[src/rtl/spi_master_gen.sv]
// Register-access SPI master: ID, address and data fields shifted MSB first in any CPOL/CPHA mode.
// Define SPI_MASTER_LOOPBACK_EN to sample the module's own mosi and load rdata on every frame.
module spi_master_gen #(
  parameter int ID_W = 8,
  parameter int ADDR_W = 8,
  parameter int DATA_W = 8,
  parameter int NUM_SS = 1,
  parameter logic [ID_W-1:0] SLAVE_IDW = ID_W'(8'hff),
  parameter logic [ID_W-1:0] SLAVE_IDR = ID_W'(8'h00),
  parameter int HOLD_CYC = 16,
  localparam int SS_W = (NUM_SS > 1) ? $clog2(NUM_SS) : 1
) (
  input  logic              clock,
  input  logic              n_reset,
  input  logic [9:0]        half_period,
  input  logic              cpol,
  input  logic              cpha,
  input  logic [SS_W-1:0]   ss_sel,
  input  logic [ADDR_W-1:0] addr,
  input  logic [DATA_W-1:0] wdata,
  input  logic              start_wr,
  input  logic              start_re,
  input  logic              miso,
  output logic [NUM_SS-1:0] ss_n,
  output logic              sclk,
  output logic              mosi,
  output logic [DATA_W-1:0] rdata,
  output logic              busy,
  output logic              done
);

  localparam int FRAME_W = ID_W + ADDR_W + DATA_W;
  localparam int HDR_W   = ID_W + ADDR_W;
  localparam int EDGES   = 2 * FRAME_W;
  localparam int EC_W    = $clog2(EDGES + 1);

  typedef enum logic [1:0] {S_IDLE, S_SETUP, S_SHIFT, S_HOLD} state_t;

  state_t              r_state;
  logic [1:0]          r_wr_sync;
  logic [1:0]          r_re_sync;
  logic [NUM_SS-1:0]   r_ss_n;
  logic                r_sclk;
  logic                r_mosi;
  logic [DATA_W-1:0]   r_rdata;
  logic                r_busy;
  logic                r_done;
  logic [9:0]          r_cnt;
  logic [9:0]          r_hp;
  logic [EC_W-1:0]     r_edge_cnt;
  logic [FRAME_W-1:0]  r_tx;
  logic [DATA_W-1:0]   r_rx;
  logic                r_cpha;
  logic                r_rw;

  logic                w_wr_edge;
  logic                w_re_edge;
  logic                w_start;
  logic [FRAME_W-1:0]  w_frame;
  logic [NUM_SS-1:0]   w_ss_dec;
  logic                w_miso;
  logic                w_tick;
  logic                w_sample;
  logic                w_in_data;
  logic                w_last_edge;
  logic                w_hold_end;
  logic                w_load_rdata;
  logic [DATA_W-1:0]   w_rx_next;

  assign w_wr_edge = r_wr_sync[0] & ~r_wr_sync[1];
  assign w_re_edge = r_re_sync[0] & ~r_re_sync[1];
  assign w_start   = w_wr_edge | w_re_edge;

  // Read wins when both requests arrive together.
  assign w_frame = w_re_edge ? {SLAVE_IDR, addr, {DATA_W{1'b0}}}
                             : {SLAVE_IDW, addr, wdata};

  // Out-of-range ss_sel decodes to no select at all.
  for (genvar gi = 0; gi < NUM_SS; gi++) begin : g_ss_dec
    assign w_ss_dec[gi] = (ss_sel == SS_W'(gi));
  end

`ifdef SPI_MASTER_LOOPBACK_EN
  assign w_miso       = r_mosi;
  assign w_load_rdata = 1'b1;
`else
  assign w_miso       = miso;
  assign w_load_rdata = r_rw;
`endif

  assign w_tick      = (r_cnt == r_hp);
  // Edge parity against cpha selects sample vs launch; bit index is edges-so-far / 2.
  assign w_sample    = (r_edge_cnt[0] == r_cpha);
  assign w_in_data   = ((r_edge_cnt >> 1) >= EC_W'(HDR_W));
  assign w_last_edge = (r_edge_cnt == EC_W'(EDGES - 1));
  assign w_hold_end  = (r_cnt == 10'(HOLD_CYC - 1));
  assign w_rx_next   = DATA_W'({r_rx, w_miso});

  always_ff @(posedge clock or negedge n_reset) begin
    if (!n_reset) begin
      r_state    <= S_IDLE;
      r_wr_sync  <= '0;
      r_re_sync  <= '0;
      r_ss_n     <= '1;
      r_sclk     <= 1'b0;
      r_mosi     <= 1'b0;
      r_rdata    <= '0;
      r_busy     <= 1'b0;
      r_done     <= 1'b0;
      r_cnt      <= '0;
      r_hp       <= '0;
      r_edge_cnt <= '0;
      r_tx       <= '0;
      r_rx       <= '0;
      r_cpha     <= 1'b0;
      r_rw       <= 1'b0;
    end else begin
      r_wr_sync <= {r_wr_sync[0], start_wr};
      r_re_sync <= {r_re_sync[0], start_re};
      case (r_state)
        S_IDLE: begin
          if (w_start) begin
            r_rw       <= w_re_edge;
            r_hp       <= half_period;
            r_cpha     <= cpha;
            r_sclk     <= cpol;
            r_ss_n     <= ~w_ss_dec;
            r_busy     <= 1'b1;
            r_done     <= 1'b0;
            r_cnt      <= '0;
            r_edge_cnt <= '0;
            r_rx       <= '0;
            r_state    <= S_SETUP;
            if (cpha) begin
              r_tx   <= w_frame;
              r_mosi <= 1'b0;
            end else begin
              r_tx   <= w_frame << 1;
              r_mosi <= w_frame[FRAME_W-1];
            end
          end
        end
        // The first sclk edge closes SETUP; the rest are paced identically in SHIFT.
        S_SETUP, S_SHIFT: begin
          if (w_tick) begin
            r_cnt      <= '0;
            r_sclk     <= ~r_sclk;
            r_edge_cnt <= r_edge_cnt + 1'b1;
            r_state    <= S_SHIFT;
            if (w_sample) begin
              if (w_in_data) r_rx <= w_rx_next;
            end else begin
              r_mosi <= r_tx[FRAME_W-1];
              r_tx   <= r_tx << 1;
            end
            if (w_last_edge) begin
              r_mosi  <= 1'b0;
              r_state <= S_HOLD;
            end
          end else begin
            r_cnt <= r_cnt + 1'b1;
          end
        end
        S_HOLD: begin
          if (w_hold_end) begin
            r_ss_n  <= '1;
            r_busy  <= 1'b0;
            r_done  <= 1'b1;
            r_state <= S_IDLE;
            if (w_load_rdata) r_rdata <= r_rx;
          end else begin
            r_cnt <= r_cnt + 1'b1;
          end
        end
        default: r_state <= S_IDLE;
      endcase
    end
  end

  // In IDLE the line follows the live cpol input; during a frame the captured level drives it.
  assign sclk  = (r_state == S_IDLE) ? cpol : r_sclk;
  assign ss_n  = r_ss_n;
  assign mosi  = r_mosi;
  assign rdata = r_rdata;
  assign busy  = r_busy;
  assign done  = r_done;

endmodule

[config.mk]
export PLATFORM = sky130hd
export DESIGN_NAME = spi_master_gen
export DESIGN_NICKNAME = d
export VERILOG_FILES = /design/src/rtl/spi_master_gen.sv
export SDC_FILE = /design/constraint.sdc
export NUM_CORES = 1
export LEC_CHECK = 0
export BUFFER_PORTS_ARGS = -buffer_cell sky130_fd_sc_hd__clkbuf_2
export CELL_PAD_IN_SITES_DETAIL_PLACEMENT = 1
export CELL_PAD_IN_SITES_GLOBAL_PLACEMENT = 2
export CORE_MARGIN = 8
export CORE_UTILIZATION = 41
export DETAILED_ROUTE_END_ITERATION = 10
export PLACE_DENSITY = 0.95
export RECOVER_POWER = 50
export SYNTH_ARGS = -nofsm -noshare
export SYNTH_HDL_FRONTEND = slang
export SYNTH_SLANG_ARGS = --single-unit
[constraint.sdc]
create_clock -name clock -period 6.7 [get_ports clock]
set_input_delay 0.335 -clock clock [delete_from_list [all_inputs] [get_ports clock]]
set_output_delay 0.335 -clock clock [all_outputs]
set_load 0.005 [all_outputs]
# Word-level counts from Yosys, hierarchy flattened

Index checks and enable logic that the tools add are counted.

Bits in registers: 79
Logic and storage cells: 94
Bits of input ports: 34
Output and inout port bits: 13

Eq/ne operators: 15
Bitwise gates (word level): 6
Mux-type cells: 41
$lt $le $gt $ge: 1
Reduce and logical (&&, ||, !) cells: 13
Add/subtract/negate cells: 2

Operators with widths:

| kind                                                     | number |
|---|---|
| 2-to-1 mux 24 bit                                        | 5 |
| case mux 24 bit (2 select lines)                         | 1 |
| 2-to-1 mux 8 bit                                         | 4 |
| 2-to-1 mux 10 bit                                        | 3 |
| case mux 10 bit (3 select lines)                         | 1 |
| case mux 8 bit (2 select lines)                          | 1 |
| 2-to-1 mux 1 bit                                         | 14 |
| inequality test 2 bit, second input constant             | 7 |
| 2-to-1 mux 6 bit                                         | 2 |
| case mux 6 bit (2 select lines)                          | 1 |
| AND reduction 3 bit                                      | 4 |
| adder 10 x 1 -> 10 bit, second input constant            | 1 |
| == test 10 bit                                           | 1 |
| == test 10 x 4 -> 1 bit, second input constant           | 1 |
| case mux 1 bit (2 select lines)                          | 5 |
| AND reduction 4 bit                                      | 2 |
| adder 6 x 1 -> 6 bit, second input constant              | 1 |
| == test 6 bit, second input constant                     | 1 |
| 2-to-1 mux 2 bit                                         | 3 |
| case mux 2 bit (3 select lines)                          | 1 |
| greater-or-equal comparator 5 bit, second input constant | 1 |
| AND reduction 5 bit                                      | 1 |
| == test 2 bit, second input constant                     | 2 |
| AND reduction 2 bit                                      | 2 |
| 9 further kinds                                          | 13 |

# Logic depth before layout (Yosys ltp)

Gate-level depths: netlist of run 1.

Depth in word-level cells: 6
Mapped depth: 10
Mapped depth without buffers: 7

# Worst setup path after synthesis of run 1

Ideal clock, no wire load.

Kind: reg-to-reg
From: reg r_state[0]
To: reg r_edge_cnt[3]
Setup time: 0.126 ns
Stages on the path, launching flop included: 10
Data required time: 6.574 ns
Period minus slack after synthesis: 2.209 ns
Setup slack: 4.491 ns
Buffers on the path: 2
Arrival: 2.083 ns
Cell sequence: dfrtp_1 > inv_1 > ha_1 > clkbuf_1 > inv_1 > clkbuf_1 > a31oi_1 > nand4_2 > and2_4 > a221o_1

Word-level cells in the longest chain between the ends: 4
Elaborated cells on any way between the ends: 9
Those cells by class: eq/ne: 4; mux: 1; reduce/logical: 4

Ends and longest elaborated chain:

| item                                                                                | line | RTL |
|---|---|---|
| start, declared                                                                     | 39   | `state_t r_state;` |
| start signal, assigned                                                              | 101  | `r_state <= S_IDLE;` |
| start signal, assigned                                                              | 133  | `r_state <= S_SETUP;` |
| start signal, assigned                                                              | 149  | `r_state <= S_SHIFT;` |
| == test 2 x 1 -> 1 bit / == test 2 bit (equally long branches)                      | 120  | `case (r_state)` |
| OR reduction 2 bit                                                                  | 120  |  |
| inequality test 2 bit (no source line) / nonzero test 2 bit (equally long branches) | --   |  |
| AND reduction 3 bit (no source line)                                                | --   |  |
| end signal, assigned                                                                | 148  | `r_edge_cnt <= r_edge_cnt + 1'b1;` |
| end, declared                                                                       | 50   | `logic [EC_W-1:0] r_edge_cnt;` |

Several ways; a longest one is shown, not always the timed one.
A chain may end at the register's enable or synchronous reset.

==> results.toml, run 1 <==
[die]
initial_utilization_pct = 41.6
chipHeight_um = 123
ios = 47
dieArea_um2 = 15100
row_count = 39
die_x_um = 123
core_um2 = 11300

[sta]
fin_crit_ns = 4.00
setup_ws_ns = 2.70
setup-violations-final = 0
maxSlewHeadroom_pct = -193
tns_ns = 0
grt_setup_unrepaired = "false"
max_freq_mhz = 250
skew_ns = 0.00757
hold_ws_ns = 0.0907
tightest_slew_ns = 4.40
drv_slew = 80
period_share_pct = 59.7
hold_viol = 0

[pwr]
power_frac_comb_pct = 43.7
p_total_mw = 2.14
p_sw_mw = 0.886
power_frac_clock_pct = 23.9
ir_drop_v = 0.000194
p_int_mw = 1.25
switching_share_pct = 41.4
p_per_area_nw_per_um2 = 404
p_leak_nw = 2.48
seq_power_share_pct = 32.4

[placement]
place_ws_ns = 3.18
placed_cell_area_um2 = 5000
io_buffers = 46
dpl.hpwl_mm = 8.69
place_congestion = 0.774
dp.cells = 645

[worst_setup_path]
critPathSlowestCell = "clkbuf_1"
crit_chain = "clkbuf_1"
worstPathMaxFanout = 79
critical_path.top_delay_family = "buffers and inverters"
worstPathRequired_ns = 6.13
crit_type = "input pin to asynchronous set/reset pin"
worst-path-buf-inv = 1
critPathLaunchType = "input pin"
critPathMaxStageDelay_ns = 3.03
critPathArrivalTime_ns = 3.43
critPathCaptureType = "asynchronous set/reset pin"

[detailed_routing]
vias = 3925
drt-total-wl_mm = 13.1
postRouteAntennaNets = 0
drt-initial-drc-count = 286
dr.pass1.iters = 4
drc = 0
wire_per_inst_um = 19.8
viasPerCell = 5.94

[clock_tree]
clock_latency_ns = 0.35
cts_made_buffers = 9
htree_levels = 3
clock-root-buffer = "clkbuf_16"
clockBufferDepth = 2
cts_tree = "done"
post_cts_resized = 0
hold_buffers = 0
clk_pin_slew_ns = 0.06
cts_setup_buffers = 0
clock_sink_count = 79

[yosys]
synthTopCellsByArea = "dfrtp_1 (42%), mux2_2 (6.5%), mux2i_1 (4.9%)"
synthDistinctLibCells = 62
async_flop_share_pct = 100
synth_area_um2 = 4690
yosysWarnings = 0
synth-xor-area-share_pct = 2.05
synth-adder-area-share_pct = 1.33
yosys.area.top_type = "dfrtp_1"
yosys.area_share.simple_pct = 21.7
synth_top_family_by_area = "simple AND/OR/NAND/NOR gates"
synth_mux_area_share_pct = 11.6
seq_area_frac_synth_pct = 42.2
ys_seq_elements = 79
synth.avg_cell_area_um2 = 9.61
synth_compound_area_share_pct = 16.9
synth-edff-count = 0
syn-num-nets = 527
synthCells = 488
synth_ff_type = "dfrtp_1"
yosysTopAreaCellShare_pct = 41.6

[outcome]
status = "finished, violations left"
violations = "capacitance limit, slew limit"

[final_layout]
fin_util_pct = 47.0
nNetsFinal = 552
layout_common_cells = "dfrtp_1 (78), nand2_1 (52), nand3_1 (45)"
syn_to_final_growth_pct = 12.9
final_area_um2 = 5300
fin_cells = 661
num_antenna_cells = 0
fillers = 1289
layout_commonest_cell = "dfrtp_1"
drive_gt1_share_pct = 20.5

[flow_run]
drv_cap = 1

[grt]
first_global_vias = 4293
grt_max_degree = 80
grt_overflow = 0
track_usage_pct = 18.5
grt_antenna_before_repair = 0
grt_pass1_wl_mm = 22.3

[min_path]
hp-class = "input pin to flop"
-- synthesized netlist by cell type, types with 2 or more instances --
| cell type | n |
|---|---|
| o21a_1 | 2 |
| clkbuf_1 | 26 |
| nand4_1 | 2 |
| ha_1 | 5 |
| and4_2 | 2 |
| buf_4 | 2 |
| nor3_1 | 3 |
| o2111ai_1 | 4 |
| mux2i_1 | 23 |
| o211ai_1 | 7 |
| nor2_1 | 23 |
| nor4_2 | 2 |
| and4_1 | 2 |
| a22oi_1 | 2 |
| and4b_1 | 2 |
| buf_1 | 3 |
| o21ai_0 | 24 |
| buf_2 | 3 |
| nand3b_1 | 6 |
| o311ai_0 | 2 |
| a221oi_1 | 16 |
| nand3_1 | 45 |
| a211oi_1 | 5 |
| o22ai_1 | 2 |
| and3_1 | 16 |
| nor4_1 | 2 |
| nor2b_1 | 3 |
| nand2b_1 | 5 |
| and2_1 | 6 |
| a211o_1 | 2 |
| a31oi_1 | 2 |
| dfrtp_1 | 78 |
| inv_1 | 15 |
| nand2_1 | 52 |
| a21oi_1 | 11 |
| a2111oi_0 | 8 |
| a32oi_1 | 2 |
| mux2_2 | 27 |
| and2_0 | 6 |
| a221o_1 | 9 |
| xor2_1 | 10 |
-- path summary, 6_finish.rpt --
kind	startpoint	endpoint	slack, ns	depth (start not counted)
worst max register to register	r_state[0]	r_tx[1]	3.15	8
worst max-delay path	n_reset	r_re_sync[1]	2.70	1
min in group asynchronous	n_reset	r_tx[13]	1.55	1
max in group clock	r_state[0]	r_tx[1]	3.15	8
worst min register to register	r_wr_sync[0]	r_wr_sync[1]	0.41	0
worst min-delay path	start_re	r_re_sync[0]	0.09	1
-- state kept, by name, indices dropped and copies added (netlist names), 2 cells and up --
signal,flops
r_cnt,10
r_edge_cnt,6
r_hp,10
r_re_sync,2
r_rx,8
r_state,2
r_tx,24
r_wr_sync,2
rdata,8
-- cell type report --
cell class | count | area [um2] | share of cell area [%]
Timing Repair Buffer | 48 | 241 | 4.56
Inverter | 15 | 56.3 | 1.06
Clock buffer | 9 | 225 | 4.25
Multi-Input combinational cell | 360 | 2540 | 47.9
Clock inverter | 7 | 80.1 | 1.51
Sequential cell | 79 | 1980 | 37.3
Tap cell | 143 | 179 | 3.38
-- power by group through the flow --
| stage | clock network, mW | registers [mW] | logic (mW) |
|---|---|---|---|
| floorplan | 0 | 0.669 | 0.721 |
| global route | 0.542 | 0.710 | 1.04 |
| detailed placement | 0 | 0.702 | 0.927 |
| CTS | 0.523 | 0.694 | 0.940 |
| finish | 0.511 | 0.693 | 0.934 |
| global placement | 0 | 0.691 | 0.877 |
-- per-layer routing --
metal	GRT usage, %	share of wire (%)
met1	23.8	45
met2	30.5	50
met3	3.42	3.5
met4	6.85	1.5
met5	0	0
-- cell families after synthesis --
kind of cell	count (synthesis)
AOI/OAI and AO/OA	107
xor gates and xnor gates	11
and+or+nand+nor	186
adders and majority gates	5
buffers and inverters	49
DFF	79
muxes	51
Note: power is estimated with default switching activity, not from simulation.
==> run 2, diff against run 1 <==
- CORE_UTILIZATION: 41 -> 38
- PLACE_DENSITY: 0.95 -> 0.92
- clock period: 6.7 -> 3.7 ns (I/O delays scaled with it)
==> run 2 against run 1 <==
Effect of this change:
- the run still ends with capacitance limit, slew limit left
- wire length grew 0.87%
- sequential power grew 82%
- first-iteration DRC count shrank 7.3%
- highest routed layer unchanged
==> results.toml, run 2 (synthesis gave the netlist of run 1 again) <==
[sta]
tightest_slew_ns = 2.10
grt_setup_unrepaired = "false"
setup-violations-final = 0
period_share_pct = 75.0
maxSlewHeadroom_pct = -39.9
max_freq_mhz = 361
hold_viol = 0
setup_ws_ns = 0.926
skew_ns = 0.00747
fin_crit_ns = 2.77
drv_slew = 80
tns_ns = 0

[placement]
place_congestion = 0.801
io_buffers = 46
dpl.hpwl_mm = 8.99
place_ws_ns = 1.01

[die]
row_count = 40
die_x_um = 127
initial_utilization_pct = 39.1
core_um2 = 12000
dieArea_um2 = 16200
ios = 47
chipHeight_um = 127

[outcome]
status = "finished, violations left"
violations = "capacitance limit, slew limit"

[final_layout]
top_regs = "r_tx: 24 flops, r_cnt: 10 flops, r_hp: 10 flops"
layout_commonest_cell = "dfrtp_1"
nNetsFinal = 560
fillers = 1403
syn_to_final_growth_pct = 13.7
layout_common_cells = "dfrtp_1 (78), nand2_1 (52), nand3_1 (45)"
largest_reg_flops = 24
drive_gt1_share_pct = 21.3
max_flop_register = "r_tx"
num_antenna_cells = 0

[detailed_routing]
drt-total-wl_mm = 13.2
vias = 4000
postRouteAntennaNets = 0
drc = 0
viasPerCell = 5.94
dr.pass1.iters = 4
drt-initial-drc-count = 265
wire_per_inst_um = 19.6

[clock_tree]
htree_levels = 3
cts_setup_buffers = 0
clockBufferDepth = 2
clock-root-buffer = "clkbuf_16"
clock_sink_count = 79
cts_tree = "done"
clock_latency_ns = 0.35
hold_buffers = 2
clk_pin_slew_ns = 0.07
cts_made_buffers = 9
post_cts_resized = 0

[pwr]
p_leak_nw = 2.51
p_per_area_nw_per_um2 = 721
ir_drop_v = 0.000380
p_total_mw = 3.84

[worst_setup_path]
critPathArrivalTime_ns = 2.99
crit_type = "flop to flop"
worstPathRequired_ns = 3.92
ff2ff_setup_slack_ns = 0.93
critPathLaunchType = "flop"
critPathCaptureType = "flop"
worstPathMaxFanout = 16

[flow_run]
drv_cap = 1

[grt]
grt_max_degree = 80
grt_pass1_wl_mm = 22.1
track_usage_pct = 16.9
grt_antenna_before_repair = 0
grt_overflow = 0
first_global_vias = 4322

[min_path]
hp-class = "input pin to flop"
run 2: final timing paths:
kind                                startpoint      endpoint  cells past startpoint
worst max-delay path                r_state[0]      r_cnt[2]                      6
worst min-delay path            half_period[3]       r_hp[3]                      2
worst max register to register      r_state[0]      r_cnt[2]                      6
worst min register to register    r_wr_sync[0]  r_wr_sync[1]                      0
max in group asynchronous              n_reset      r_cnt[0]                      1
min in group asynchronous              n_reset       r_tx[5]                      1
run 2: routing by layer:
metal	vias to the layer above	track usage [%]	share of wire, %
li1	1879	-	-
met2	86	28.6	49
met4	0	6.79	1.4
met5	-	0	0
met1	2019	19.9	45
met3	16	4.45	4.1
run 2: area by class of cell:
class | instances | area [um2] | area share, %
flip-flops and latches | 79 | 1980 | 37.1
well taps | 147 | 184 | 3.45
clock buffers | 10 | 229 | 4.29
repair buffers | 56 | 308 | 5.77
clock inverters | 6 | 51.3 | 0.962
multi-input cells | 360 | 2520 | 47.4
inverters | 15 | 56.3 | 1.06
run 2: worst max-delay path, stage by stage, from the launching register on:
cell	delay (ns)
dfrtp_1	0.37
inv_1	0.08
ha_1	0.67
inv_1	0.31
a31oi_1	0.60
o211ai_1	0.24
o311ai_0	0.38
run 2: through the flow:
step | hold slack [ns] | cell area (um2) | std cells | util (%)
after floorplan | -0.111 | 4690 | 488 | -
final | 0.0697 | 5330 | 673 | 44.4
after global routing | 0.0616 | 5330 | 673 | 44.4
after global placement | 0.294 | 5040 | 655 | 41.9
after detailed placement | 0.296 | 5040 | 655 | 41.9
after CTS | 0.0508 | 5340 | 673 | 44.4
run 2: report_power, final:
part	switching (mW)	leakage (nW)	internal (mW)
logic	1.04	1.41	0.688
clock network	0.384	0.134	0.464
registers	0.181	0.963	1.08
total	1.61	2.51	2.23
==> run 3, diff against run 2 <==
- CORE_UTILIZATION: 38 -> 34
- PLACE_DENSITY: 0.92 -> 0.88
- clock period: 3.7 -> 2.4 ns (I/O delays scaled with it)
==> run 3 against run 2 <==
Effect of this change:
- the flow now finishes without violations
- wire length grew 4.1%
- register-to-register slack lost 0.75 ns
- largest cell class unchanged
- critical path type unchanged
- critical endpoint is now r_cnt[7]
- global-route usage shrank 1.1 points
- combinational power grew 62%
- fmax grew 25%
- sequential power grew 54%
==> results.toml, run 3 (synthesis gave the netlist of run 1 again) <==
[outcome]
status = "completed"

[die]
ios = 47
dieArea_um2 = 17800
core_um2 = 13700
initial_utilization_pct = 34.3
row_count = 43
die_x_um = 133
chipHeight_um = 133

[worst_setup_path]
cp_common_cell = "buf_4"
worst-path-buf-inv = 3
worstPathRequired_ns = 2.69
critPathArrivalTime_ns = 2.51
worstPathMaxFanout = 11
critPathMaxStageDelay_ns = 0.38
crit_chain = "inv_1 -> ha_1 -> and3_1 -> buf_4 -> buf_4 -> a21o_4 -> a211oi_1 -> a221o_1"
critical_path.top_delay_family = "compound AO/OA/AOI/OAI gates"
critPathLaunchType = "flop"
critPathSlowestCell = "dfrtp_1"
crit_type = "flop to flop"
critPathCaptureType = "flop"

[pwr]
p_int_mw = 3.52
p_sw_mw = 2.52
power_frac_clock_pct = 21.5
p_total_mw = 6.04
switching_share_pct = 41.8
ir_drop_v = 0.000481
seq_power_share_pct = 32.1
p_per_area_nw_per_um2 = 1090
power_frac_comb_pct = 46.4
p_leak_nw = 2.58

[clock_tree]
clockBufferDepth = 2
clock_latency_ns = 0.35
cts_tree = "done"
htree_levels = 3
clk_pin_slew_ns = 0.07
cts_made_buffers = 9
clock-root-buffer = "clkbuf_16"
clock_sink_count = 79

[placement]
place_congestion = 0.833
io_buffers = 46
dpl.hpwl_mm = 9.70

[final_layout]
regArea_um2 = 1980
largest_reg_flops = 24
layout_commonest_cell = "dfrtp_1"
num_antenna_cells = 0
nNetsFinal = 580
max_flop_register = "r_tx"
drive_gt1_share_pct = 23.3
fillers = 1587
multi_input_area_um2 = 2540
syn_to_final_growth_pct = 18.0
layout_common_cells = "dfrtp_1 (78), nand2_1 (51), nand3_1 (45)"
top_regs = "r_tx: 24 flops, r_cnt: 10 flops, r_hp: 10 flops"

[grt]
first_global_vias = 4436
grt_max_degree = 37
grt_overflow = 0
grt_antenna_before_repair = 0
track_usage_pct = 15.8
grt_pass1_wl_mm = 23.0

[sta]
max_freq_mhz = 450
maxSlewHeadroom_pct = 31.0
skew_ns = 0.00933
tightest_slew_ns = 1.03
fin_crit_ns = 2.22
tns_ns = 0
period_share_pct = 92.6
hold_viol = 0
grt_setup_unrepaired = "false"
setup-violations-final = 0
drv_slew = 0

[detailed_routing]
wire_per_inst_um = 19.0
drt-initial-drc-count = 276
drc = 0
dr.pass1.iters = 4
viasPerCell = 5.74
postRouteAntennaNets = 0
vias = 4167
drt-total-wl_mm = 13.8

[flow_run]
drv_cap = 0

[min_path]
hp-class = "input pin to flop"
-- run 3: cell count changes in the layout (fill, tap and decap cells not counted), moves of 2 or more --
cell / change
a2111oi_0: -2
dlygate4sd3_1: +4
clkbuf_2: -3
a2111oi_1: +2
buf_4: +14
inv_6: -2
clkbuf_1: +5
-- run 3: final timing paths --
| check | startpoint | endpoint | slack [ns] | cells past startpoint |
|---|---|---|---|---|
| setup / recovery | r_state[0] | r_cnt[7] | 0.18 | 8 |
| setup reg to reg | r_state[0] | r_cnt[7] | 0.18 | 8 |
| hold reg to reg | r_wr_sync[0] | r_wr_sync[1] | 0.39 | 0 |
| max in group asynchronous | n_reset | r_cnt[6] | 0.77 | 3 |
| min in group asynchronous | n_reset | r_tx[17] | 0.49 | 2 |
| hold / removal | half_period[9] | r_hp[9] | 0.006 | 2 |
-- run 3: what timing repair did --
item / 4_1_cts / 5_1_grt
hold buffers: 6 / 0
hold endpoints to repair: 38 / 0
buffers inserted: 0 / 3
resized for setup: 1 / 5
pin swaps: 0 / 1
endpoints found under the setup margin: 1 / 28
gates cloned: 0 / 0
-- run 3: final cells by class --
type                    count  area share (%)
clock buffers              10            4.14
clock inverters             6           0.837
inverters                  15            1.02
multi-input cells         360            45.9
flip-flops and latches     79            35.7
well taps                 180            4.07
repair buffers             76            8.25
-- run 3: worst reg2reg max path, delay by kind of cell, from the launching register on --
kind	cells	cell delay [ns]
compound gates	3	0.80
fa+ha+maj	1	0.30
buf+inv	3	0.46
flops	1	0.38
simple gates	1	0.22
-- run 3: layer usage --
layer	up-vias	share of wire, %	global-route usage, %
li1	1918	-	-
met1	2138	45	19.8
met2	93	47	25.6
met3	18	4.7	2.94
met4	0	2.5	7.80
met5	-	0	0
-- run 3: power groups by stage --
stage	combinational [mW]	sequential [mW]	clock, mW
final	2.80	1.94	1.30
after global routing	3.14	1.99	1.37
after CTS	2.80	1.94	1.33
after detailed placement	2.77	1.96	0
after global placement	2.62	1.93	0
after floorplan	2.01	1.87	0
-- run 3: per-stage QoR --
step	setup WS [ns]	area, um2	std cells	utilization, %	hold slack [ns]
6_report	0.178	5530	726	40.5	0.00628
5_1_grt	0.0172	5530	726	40.5	0.0141
4_1_cts	0.0660	5510	723	40.3	0.00212
3_5_place_dp	0.00578	5170	701	37.9	0.134
3_3_place_gp	0.0526	5170	701	37.9	0.124
2_1_floorplan	0.191	4690	488	-	-0.176
